==> src/rtl/mem_access_ctrl_if.sv <==
// Data-side sram-like bus between the MEM-stage access controller and memory.
interface mem_access_ctrl_if;
  logic        data_req;
  logic        data_wr;
  logic [1:0]  data_size;
  logic [31:0] data_addr;
  logic [31:0] data_wdata;
  logic        data_addr_ok;
  logic        data_data_ok;
  logic [31:0] data_rdata;

  modport master (
    output data_req, data_wr, data_size, data_addr, data_wdata,
    input  data_addr_ok, data_data_ok, data_rdata
  );

  modport slave (
    input  data_req, data_wr, data_size, data_addr, data_wdata,
    output data_addr_ok, data_data_ok, data_rdata
  );
endinterface

==> src/rtl/mem_access_ctrl.sv <==
// MEM-stage load/store sequencer: alignment check, one registered bus request
// per access, pipeline stall until the data phase completes, raw read capture.
module mem_access_ctrl (
  input  logic                clk,
  input  logic                rst,
  input  logic                memenM,
  input  logic [5:0]          opM,
  input  logic [31:0]         addrM,
  input  logic [31:0]         writedataM,
  input  logic                flushM,
  input  logic                stallotherM,
  output logic                stallmemM,
  output logic                adelM,
  output logic                adesM,
  output logic [31:0]         readdataM,
  mem_access_ctrl_if.master   bus
);

  localparam logic [5:0] op_LB  = 6'b100000;
  localparam logic [5:0] op_LH  = 6'b100001;
  localparam logic [5:0] op_LW  = 6'b100011;
  localparam logic [5:0] op_LBU = 6'b100100;
  localparam logic [5:0] op_LHU = 6'b100101;
  localparam logic [5:0] op_SB  = 6'b101000;
  localparam logic [5:0] op_SH  = 6'b101001;
  localparam logic [5:0] op_SW  = 6'b101011;

  typedef enum logic [1:0] {IDLE, ADDR, DATA, DONE} state_t;

  state_t      state;
  logic        cancel;
  logic        is_load;
  logic        is_store;
  logic [1:0]  size_c;
  logic        misaligned;
  logic        go;
  logic [31:0] wdata_rep;

  always_comb begin
    is_load  = 1'b0;
    is_store = 1'b0;
    size_c   = 2'd0;
    case (opM)
      op_LB, op_LBU: begin is_load  = 1'b1; size_c = 2'd0; end
      op_LH, op_LHU: begin is_load  = 1'b1; size_c = 2'd1; end
      op_LW:         begin is_load  = 1'b1; size_c = 2'd2; end
      op_SB:         begin is_store = 1'b1; size_c = 2'd0; end
      op_SH:         begin is_store = 1'b1; size_c = 2'd1; end
      op_SW:         begin is_store = 1'b1; size_c = 2'd2; end
      default: ;
    endcase
  end

  always_comb begin
    misaligned = (is_load | is_store) &
                 (((size_c == 2'd1) & addrM[0]) | ((size_c == 2'd2) & (addrM[1:0] != 2'b00)));
    adelM      = memenM & is_load  & misaligned;
    adesM      = memenM & is_store & misaligned;
    go         = memenM & (is_load | is_store) & ~misaligned & ~flushM;
    stallmemM  = ((state == IDLE) & go) | (state == ADDR) | (state == DATA);
  end

  always_comb begin
    case (size_c)
      2'd0:    wdata_rep = {4{writedataM[7:0]}};
      2'd1:    wdata_rep = {2{writedataM[15:0]}};
      default: wdata_rep = writedataM;
    endcase
  end

  always_ff @(posedge clk) begin
    if (rst) begin
      state          <= IDLE;
      cancel         <= 1'b0;
      bus.data_req   <= 1'b0;
      bus.data_wr    <= 1'b0;
      bus.data_size  <= 2'd0;
      bus.data_addr  <= '0;
      bus.data_wdata <= '0;
      readdataM      <= '0;
    end else begin
      case (state)
        IDLE: begin
          cancel <= 1'b0;
          if (go) begin
            bus.data_req   <= 1'b1;
            bus.data_wr    <= is_store;
            bus.data_size  <= size_c;
            bus.data_addr  <= addrM;
            bus.data_wdata <= wdata_rep;
            state          <= ADDR;
          end
        end
        ADDR: begin
          if (flushM) cancel <= 1'b1;
          // Request is held through a cancel; the bus must see the address accepted.
          if (bus.data_addr_ok) begin
            bus.data_req <= 1'b0;
            state        <= DATA;
          end
        end
        DATA: begin
          if (flushM) cancel <= 1'b1;
          // A flush arriving with data_ok counts as a cancel in that same cycle.
          if (bus.data_data_ok) begin
            if (cancel | flushM) begin
              cancel <= 1'b0;
              state  <= IDLE;
            end else begin
              if (!bus.data_wr) readdataM <= bus.data_rdata;
              state <= DONE;
            end
          end
        end
        DONE: begin
          if (!stallotherM || flushM) state <= IDLE;
        end
        default: state <= IDLE;
      endcase
    end
  end

endmodule

==> src/flat_wrapper.sv <==
// flat-port wrapper written by rule: the top's interface ports become plain ports
module mem_access_ctrl_flat 
  (clk, rst, memenM, opM, addrM, writedataM, flushM, stallotherM, stallmemM, adelM, adesM, readdataM, bus_data_req, bus_data_wr, bus_data_size, bus_data_addr, bus_data_wdata, bus_data_addr_ok, bus_data_data_ok, bus_data_rdata);
  mem_access_ctrl_if bus_i ();
  input  logic clk;
  input  logic rst;
  input  logic memenM;
  input  logic [5:0] opM;
  input  logic [31:0] addrM;
  input  logic [31:0] writedataM;
  input  logic flushM;
  input  logic stallotherM;
  output logic stallmemM;
  output logic adelM;
  output logic adesM;
  output logic [31:0] readdataM;
  output wire logic [$bits(bus_i.data_req)-1:0] bus_data_req;
  output wire logic [$bits(bus_i.data_wr)-1:0] bus_data_wr;
  output wire logic [$bits(bus_i.data_size)-1:0] bus_data_size;
  output wire logic [$bits(bus_i.data_addr)-1:0] bus_data_addr;
  output wire logic [$bits(bus_i.data_wdata)-1:0] bus_data_wdata;
  input wire logic [$bits(bus_i.data_addr_ok)-1:0] bus_data_addr_ok;
  input wire logic [$bits(bus_i.data_data_ok)-1:0] bus_data_data_ok;
  input wire logic [$bits(bus_i.data_rdata)-1:0] bus_data_rdata;
  assign bus_data_req = bus_i.data_req;
  assign bus_data_wr = bus_i.data_wr;
  assign bus_data_size = bus_i.data_size;
  assign bus_data_addr = bus_i.data_addr;
  assign bus_data_wdata = bus_i.data_wdata;
  assign bus_i.data_addr_ok = bus_data_addr_ok;
  assign bus_i.data_data_ok = bus_data_data_ok;
  assign bus_i.data_rdata = bus_data_rdata;
  mem_access_ctrl u_core (.clk(clk), .rst(rst), .memenM(memenM), .opM(opM), .addrM(addrM), .writedataM(writedataM), .flushM(flushM), .stallotherM(stallotherM), .stallmemM(stallmemM), .adelM(adelM), .adesM(adesM), .readdataM(readdataM), .bus(bus_i));
endmodule
==> config.mk <==
export PLATFORM = sky130hd
export DESIGN_NAME = mem_access_ctrl_flat
export DESIGN_NICKNAME = d
export VERILOG_FILES = /design/src/rtl/mem_access_ctrl_if.sv /design/src/rtl/mem_access_ctrl.sv /design/src/flat_wrapper.sv
export SDC_FILE = /design/constraint.sdc
export NUM_CORES = 1
export LEC_CHECK = 0
export ABC_AREA = 1
export CAP_MARGIN = 20
export CORE_ASPECT_RATIO = 1.2
export CORE_MARGIN = 2
export CORE_UTILIZATION = 40
export DETAILED_ROUTE_END_ITERATION = 8
export PLACE_DENSITY = 0.91
export SYNTH_ARGS = -nofsm -noshare
export SYNTH_HDL_FRONTEND = slang
export SYNTH_SLANG_ARGS = --single-unit
==> constraint.sdc <==
create_clock -name clk -period 1.65 [get_ports clk]
set_input_delay 0.2475 -clock clk [delete_from_list [all_inputs] [get_ports clk]]
set_output_delay 0.2475 -clock clk [all_outputs]
set_load 0.05 [all_outputs]
# [After elaboration in Yosys (flattened, before gate mapping)]
# Index checks and enable logic that the tools add are counted.
[op_classes] n_div=0 eq_ne=17 n_reduce_logical=15 n_lt_le_gt_ge=0 shift=0 n_addsub=0 mul=0 n_mux=17 bitwise_logic=20
[ops] op="$pmux W32 S2" n=1
[ops] op="$eq A6 B6 Y1 const B" n=8
[ops] op="$and A1 B1 Y1" n=11
[ops] op="$mux W2" n=5
[ops] op="$pmux W2 S4" n=1
[ops] op="$reduce_and A4 Y1" n=2
[ops] op="$mux W1" n=7
[ops] op="$eq A2 B2 Y1 const B" n=3
[ops] op="$reduce_or A3 Y1" n=2
[ops] op="$or A1 B1 Y1" n=5
[ops] op="$reduce_or A5 Y1" n=1
[ops] op="$eq A2 B1 Y1 const B" n=2
[ops] op="$logic_not A2 Y1" n=2
[ops] op="$ne A2 B1 Y1 const B" n=2
[ops] op="$ne A2 B2 Y1 const B" n=2
[ops] op="$not A1 Y1" n=4
[ops] op="$pmux W2 S2" n=1
[ops] op="$reduce_bool A2 Y1" n=2
[ops] op="$pmux W1 S3" n=1
[ops] op="$reduce_and A3 Y1" n=1
[ops] op="$reduce_bool A3 Y1" n=1
[ops] op="$pmux W1 S2" n=1
[ops] op="$reduce_and A2 Y1" n=1
[ops] op="$reduce_or A2 Y1" n=1
[ops] op="other kinds (2)" n=2
[totals] rom_bits=0 mem_count=0 word_cells=77 regBits=103 out_inout_bits=103 mem_bits_rw=0 latch_bits=0 inputBits=109

# [Depth between registers and ports, before layout]
[depth] word_depth=13 depth_mapped=13 depth_no_buf=13

# [Worst setup path after synthesis]
# Ideal clock, no wire load.
[synth_path] path_kind="input to output" from="in opM[4]" to="out adelM" setup_slack_ps=-427 arrival_time_ps=1829 path_buffers=1 t_required_ps=1402 path_stages=8 path_cell_list="inv_1 -> nand2_1 -> nor2_2 -> buf_6 -> nand3_2 -> nand2_2 -> inv_1 -> nor3_1"
[synth_between] elab_chain_len=8 word_cells_on_any_way=24
[synth_lines] element="start: declaration" line_no="flat_wrapper.sv:8" rtl="input logic [5:0] opM;"
[synth_lines] element="$eq A6 B6 Y1" line_no="mem_access_ctrl.sv:43" rtl="case (opM)"
[synth_lines] element="$reduce_or A3 Y1 (no line) / $reduce_or A2 Y1 (equally long branches)"
[synth_lines] element="$pmux W2 S2" line_no="mem_access_ctrl.sv:43"
[synth_lines] element="$eq A2 B1 Y1 / $eq A2 B2 Y1 (equally long branches)" line_no="mem_access_ctrl.sv:56" rtl="(((size_c == 2'd1) & addrM[0]) | ((size_c == 2'd2) & (addrM[1:0] != 2'b00)));"
[synth_lines] element="$and A1 B1 Y1" line_no="mem_access_ctrl.sv:56"
[synth_lines] element="$or A1 B1 Y1" line_no="mem_access_ctrl.sv:56"
[synth_lines] element="$and A1 B1 Y1" line_no="mem_access_ctrl.sv:55" rtl="misaligned = (is_load | is_store) &"
[synth_lines] element="$and A1 B1 Y1 (*)" line_no="mem_access_ctrl.sv:57" rtl="adelM = memenM & is_load & misaligned;"
[synth_lines] element="end: declaration" line_no="flat_wrapper.sv:14" rtl="output logic adelM;"
# Mark *: on every way between the ends. The rest lies on a longest branch, timed or not.

# [Worst setup path in the final report]
[layout_path] from="in opM[5]" to="out adelM"
# Same word-level chain as after synthesis.

==> impl_summary.txt <==
----------------------------------------------------
[Timing]
  Count of final setup violators ... 0
  Relative slew slack ... 49.8%
  Tcrit/Tclk final ... 99.9%
  Minimum setup slack in the final design ... 2.37 ps
  Final-layout worst hold slack ... 314 ps
  Worst-case clock skew ... 9.52 ps
  Measured slew at the worst slew-check pin ... 753 ps
  Highest Clock Rate ... 607 MHz
  Hold Vio Cnt, Final ... 0
  Setup repair after global routing missed its margin ... yes
  Min Tclk post-route ... 1650 ps
  Final Slew Violations ... 0

[Synth]
  Post-synthesis instance area ... 0.00427 mm²
  Mean instance size in the synthesized netlist ... 7.29 µm²
  Flops & latches, synth ... 103
  Synthesized netlist net count ... 701
  Number of library cell types mapped by synthesis ... 24
  Number of instances in the synthesized netlist ... 586
  Synthesis warning total ... 0
  Sequential cell area fraction in the yosys report ... 48.3%

[Critical path]
  Terminus of the critical flop-to-flop path ... u_core.state[1]$_SDFFE_PP0P_
  Data arrival at the endpoint of the critical path ... 1400 ps
  Startpoint class of the critical path ... primary input
  Cell depth of the worst flop-to-flop path ... 8
  Launching point of the worst reg2reg path ... u_core.state[1]$_SDFFE_PP0P_
  Critical setup path kind ... in -> out
  Required arrival time at the worst endpoint ... 1400 ps
  Worst-case register-to-register setup slack ... 120 ps
  Type of destination of the critical path ... primary output
  Critical path fanouts, max ... 2

[Clock tree]
  Clock edge transition at the registers on the reported setup and hold paths ... 80 ps
  CTS tree ... yes
  CTS H-tree lvls ... 3
  Clock latency of the later-clocked register in the worst-skew pair ... 350 ps
  Clock Path Buffers ... 2
  Count of clock tree sinks ... 103
  Cell at the root of the clock tree ... clkbuf_16
  Clock buffer count from CTS ... 9

[Power]
  Peak supply drop ... 0.542 mV
  Switch Pwr ... 1.67 mW
  Logic pwr share ... 19.7%
  Sequential share of power ... 44.6%
  Ratio of total power to cell area ... 852 mW/mm²
  Net switching fraction of the power ... 28.7%
  Static leakage power ... 2.83 nW
  Design Power ... 5.83 mW
  Clock share of power ... 35.7%
  Int Power ... 4.16 mW

[Place]
  Final estimated routing congestion in global placement ... 0.873
  Number of port buffers ... 211
  Worst Setup Slack post-DPL ... -375 ps
  DP HPWL ... 9.20 mm

[Cells and area]
  Signed area change from the synthesized netlist to the final layout ... 60.4%
  Fraction of layout cells with a size suffix above 1 ... 22.5%
  Final cell utilization of the core ... 65.5%
  Net count reported at finish ... 926
  Antenna cells ... 0

[Floorplan]
  Initial Util ... 40.8%
  Die H ... 117 µm
  Number of top-level pins ... 212
  Core Region ... 0.0105 mm²
  Die width ... 98.3 µm
  Die Area ... 0.0115 mm²
  Std-Cell Rows ... 41

[Min path]
  Sink of the worst hold path ... u_core.readdataM[8]$_SDFFE_PP0P_
  Hold Path Stages ... 4
  Class of the worst hold path ... in -> reg
  Min-Delay Startpoint ... rst

[Global route]
  Antenna violations before repair ... 0
  Via count of the first global-routing pass ... 4121
  Wire length of the first global-routing pass ... 19.5 mm
  Pin count of the biggest net entering global routing ... 70
  Total routing usage reported by global routing ... 20.9%
  Total grt overflow ... 0

[Detailed routing]
  Number of remaining DRC errors ... 0
  Total number of vias ... 4596
  Wirelength per Cell ... 13.7 µm
  1st-iter DRT viols ... 203
  Remaining antenna violation count ... 0
  Router iterations before antenna repair ... 5
  Final WL ... 12.9 mm
  Vias per cell ... 4.86

[Outcome]
  Run status ... completed

[Run]
  Total of max-cap violations ... 0

----------------------------------------------------
-- cells by family (layout without fill, tap and decap cells) --
| family | after synthesis | in the layout | share of synthesized area (%) |
|---|---|---|---|
| adder cells (fa/ha/maj) | 6 | 6 | 1.76 |
| flip-flops | 103 | 103 | 48.3 |
| AO/OA/AOI/OAI | 171 | 171 | 20.5 |
| buffers and inverters | 102 | 332 | 10.1 |
| AND/OR/NAND/NOR | 204 | 204 | 19.4 |
-- synthesized netlist by cell type --
cell | count | share of area, %
nand2_1 | 162 | 14
a21oi_1 | 104 | 12
dfxtp_1 | 103 | 48
inv_1 | 67 | 5.9
o21ai_0 | 63 | 7.4
clkbuf_1 | 18 | 1.6
nor2_1 | 16 | 1.4
nand3_1 | 14 | 1.6
buf_2 | 11 | 1.3
ha_1 | 6 | 1.8
buf_4 | 3 | 0.53
buf_6 | 3 | 0.79
nand2_2 | 2 | 0.29
nand3_2 | 2 | 0.47
nor2_4 | 2 | 0.53
nor3_1 | 2 | 0.23
a211oi_1 | 1 | 0.18
a21oi_4 | 1 | 0.38
a31oi_1 | 1 | 0.15
nand3b_1 | 1 | 0.18
nand4_1 | 1 | 0.15
nor2_2 | 1 | 0.15
o211ai_1 | 1 | 0.18
or2_1 | 1 | 0.15
-- sequential cells by signal, summed over array words and instances (netlist names) --
signal	count
u_core.bus.data_size	2
u_core.bus.data_wr	1
u_core.bus.data_req	1
u_core.bus.data_wdata	32
u_core.bus.data_addr	32
u_core.cancel	1
u_core.readdataM	32
u_core.state	2
-- layer usage --
| layer | part of all wire, % | vias to the layer above | track usage, % |
|---|---|---|---|
| li1 | - | 2319 | - |
| met3 | 7.7 | 24 | 5.17 |
| met1 | 39 | 2064 | 24.3 |
| met4 | 2.3 | 0 | 8.95 |
| met2 | 51 | 189 | 37.0 |
| met5 | 0 | - | 0 |
-- cells in the final DEF, fill, tap and decap left out, drive strengths merged --
| cell type | instances |
|---|---|
| clkdlybuf4s15 | 4 |
| nand3 | 16 |
| inv | 70 |
| nand2 | 164 |
| a31oi | 1 |
| o211ai | 1 |
| or2 | 1 |
| nor3 | 2 |
| o21ai | 63 |
| nand3b | 1 |
| clkdlybuf4s50 | 99 |
| a211oi | 1 |
| ha | 6 |
| dlygate4sd2 | 3 |
| nor2 | 19 |
| a21oi | 105 |
| buf | 142 |
| dfxtp | 103 |
| clkinvlp | 1 |
| nand4 | 1 |
| clkinv | 2 |
| clkbuf | 11 |
-- timing repair --
| action | in CTS | in global routing |
|---|---|---|
| resized for setup | 23 | 17 |
| setup buffers | 6 | 1 |
| pin swaps | 10 | 8 |
| setup endpoints to repair | 10 | 19 |
| hold buffers | 0 | 0 |
-- through the flow --
stage	instances	setup TNS, ps	area, µm²
detailed placement	922	-23200	6450
finish	945	0	6850
global placement	922	-21040	6450
CTS	944	0	6820
floorplan	586	-853	4270
global route	945	-93.3	6850
-- power groups by stage --
| stage | clock network (mW) | registers [mW] | logic, mW |
|---|---|---|---|
| after floorplan | 0 | 2.85 | 0.369 |
| after global placement | 0 | 2.65 | 1.08 |
| after detailed placement | 0 | 2.65 | 1.09 |
| after CTS | 2.12 | 2.60 | 1.12 |
| after global routing | 2.23 | 2.61 | 1.23 |
| final | 2.08 | 2.60 | 1.15 |
-- layout make-up --
type / count / area, µm²
clock inverters: 6 / 51.3
flip-flops and latches: 103 / 2070
clock buffers: 10 / 239
multi-input cells: 381 / 1840
well taps: 129 / 161
repair buffers: 249 / 2240
fillers: 842 / 3610
inverters: 67 / 251
-- worst max path at each step --
stage	startpoint	endpoint	slack [ps]
floorplan	opM[4]	adelM	-430
global placement	opM[5]	stallmemM	-310
detailed placement	opM[5]	u_core.bus.data_wdata[31]$_SDFFE_PP0P_	-380
CTS	u_core.state[1]$_SDFFE_PP0P_	stallmemM	3
global route	opM[5]	adelM	-50
finish	opM[5]	adelM	2
-- worst max-delay path, cell delays in order --
cell	delay, ps
clkdlybuf4s15_1	220
nand2_2	100
nor2_2	170
nand3_2	90
nand2_2	110
inv_2	50
nor3_2	150
buf_4	140
buf_12	120
Note: power is estimated with default switching activity, not from simulation.
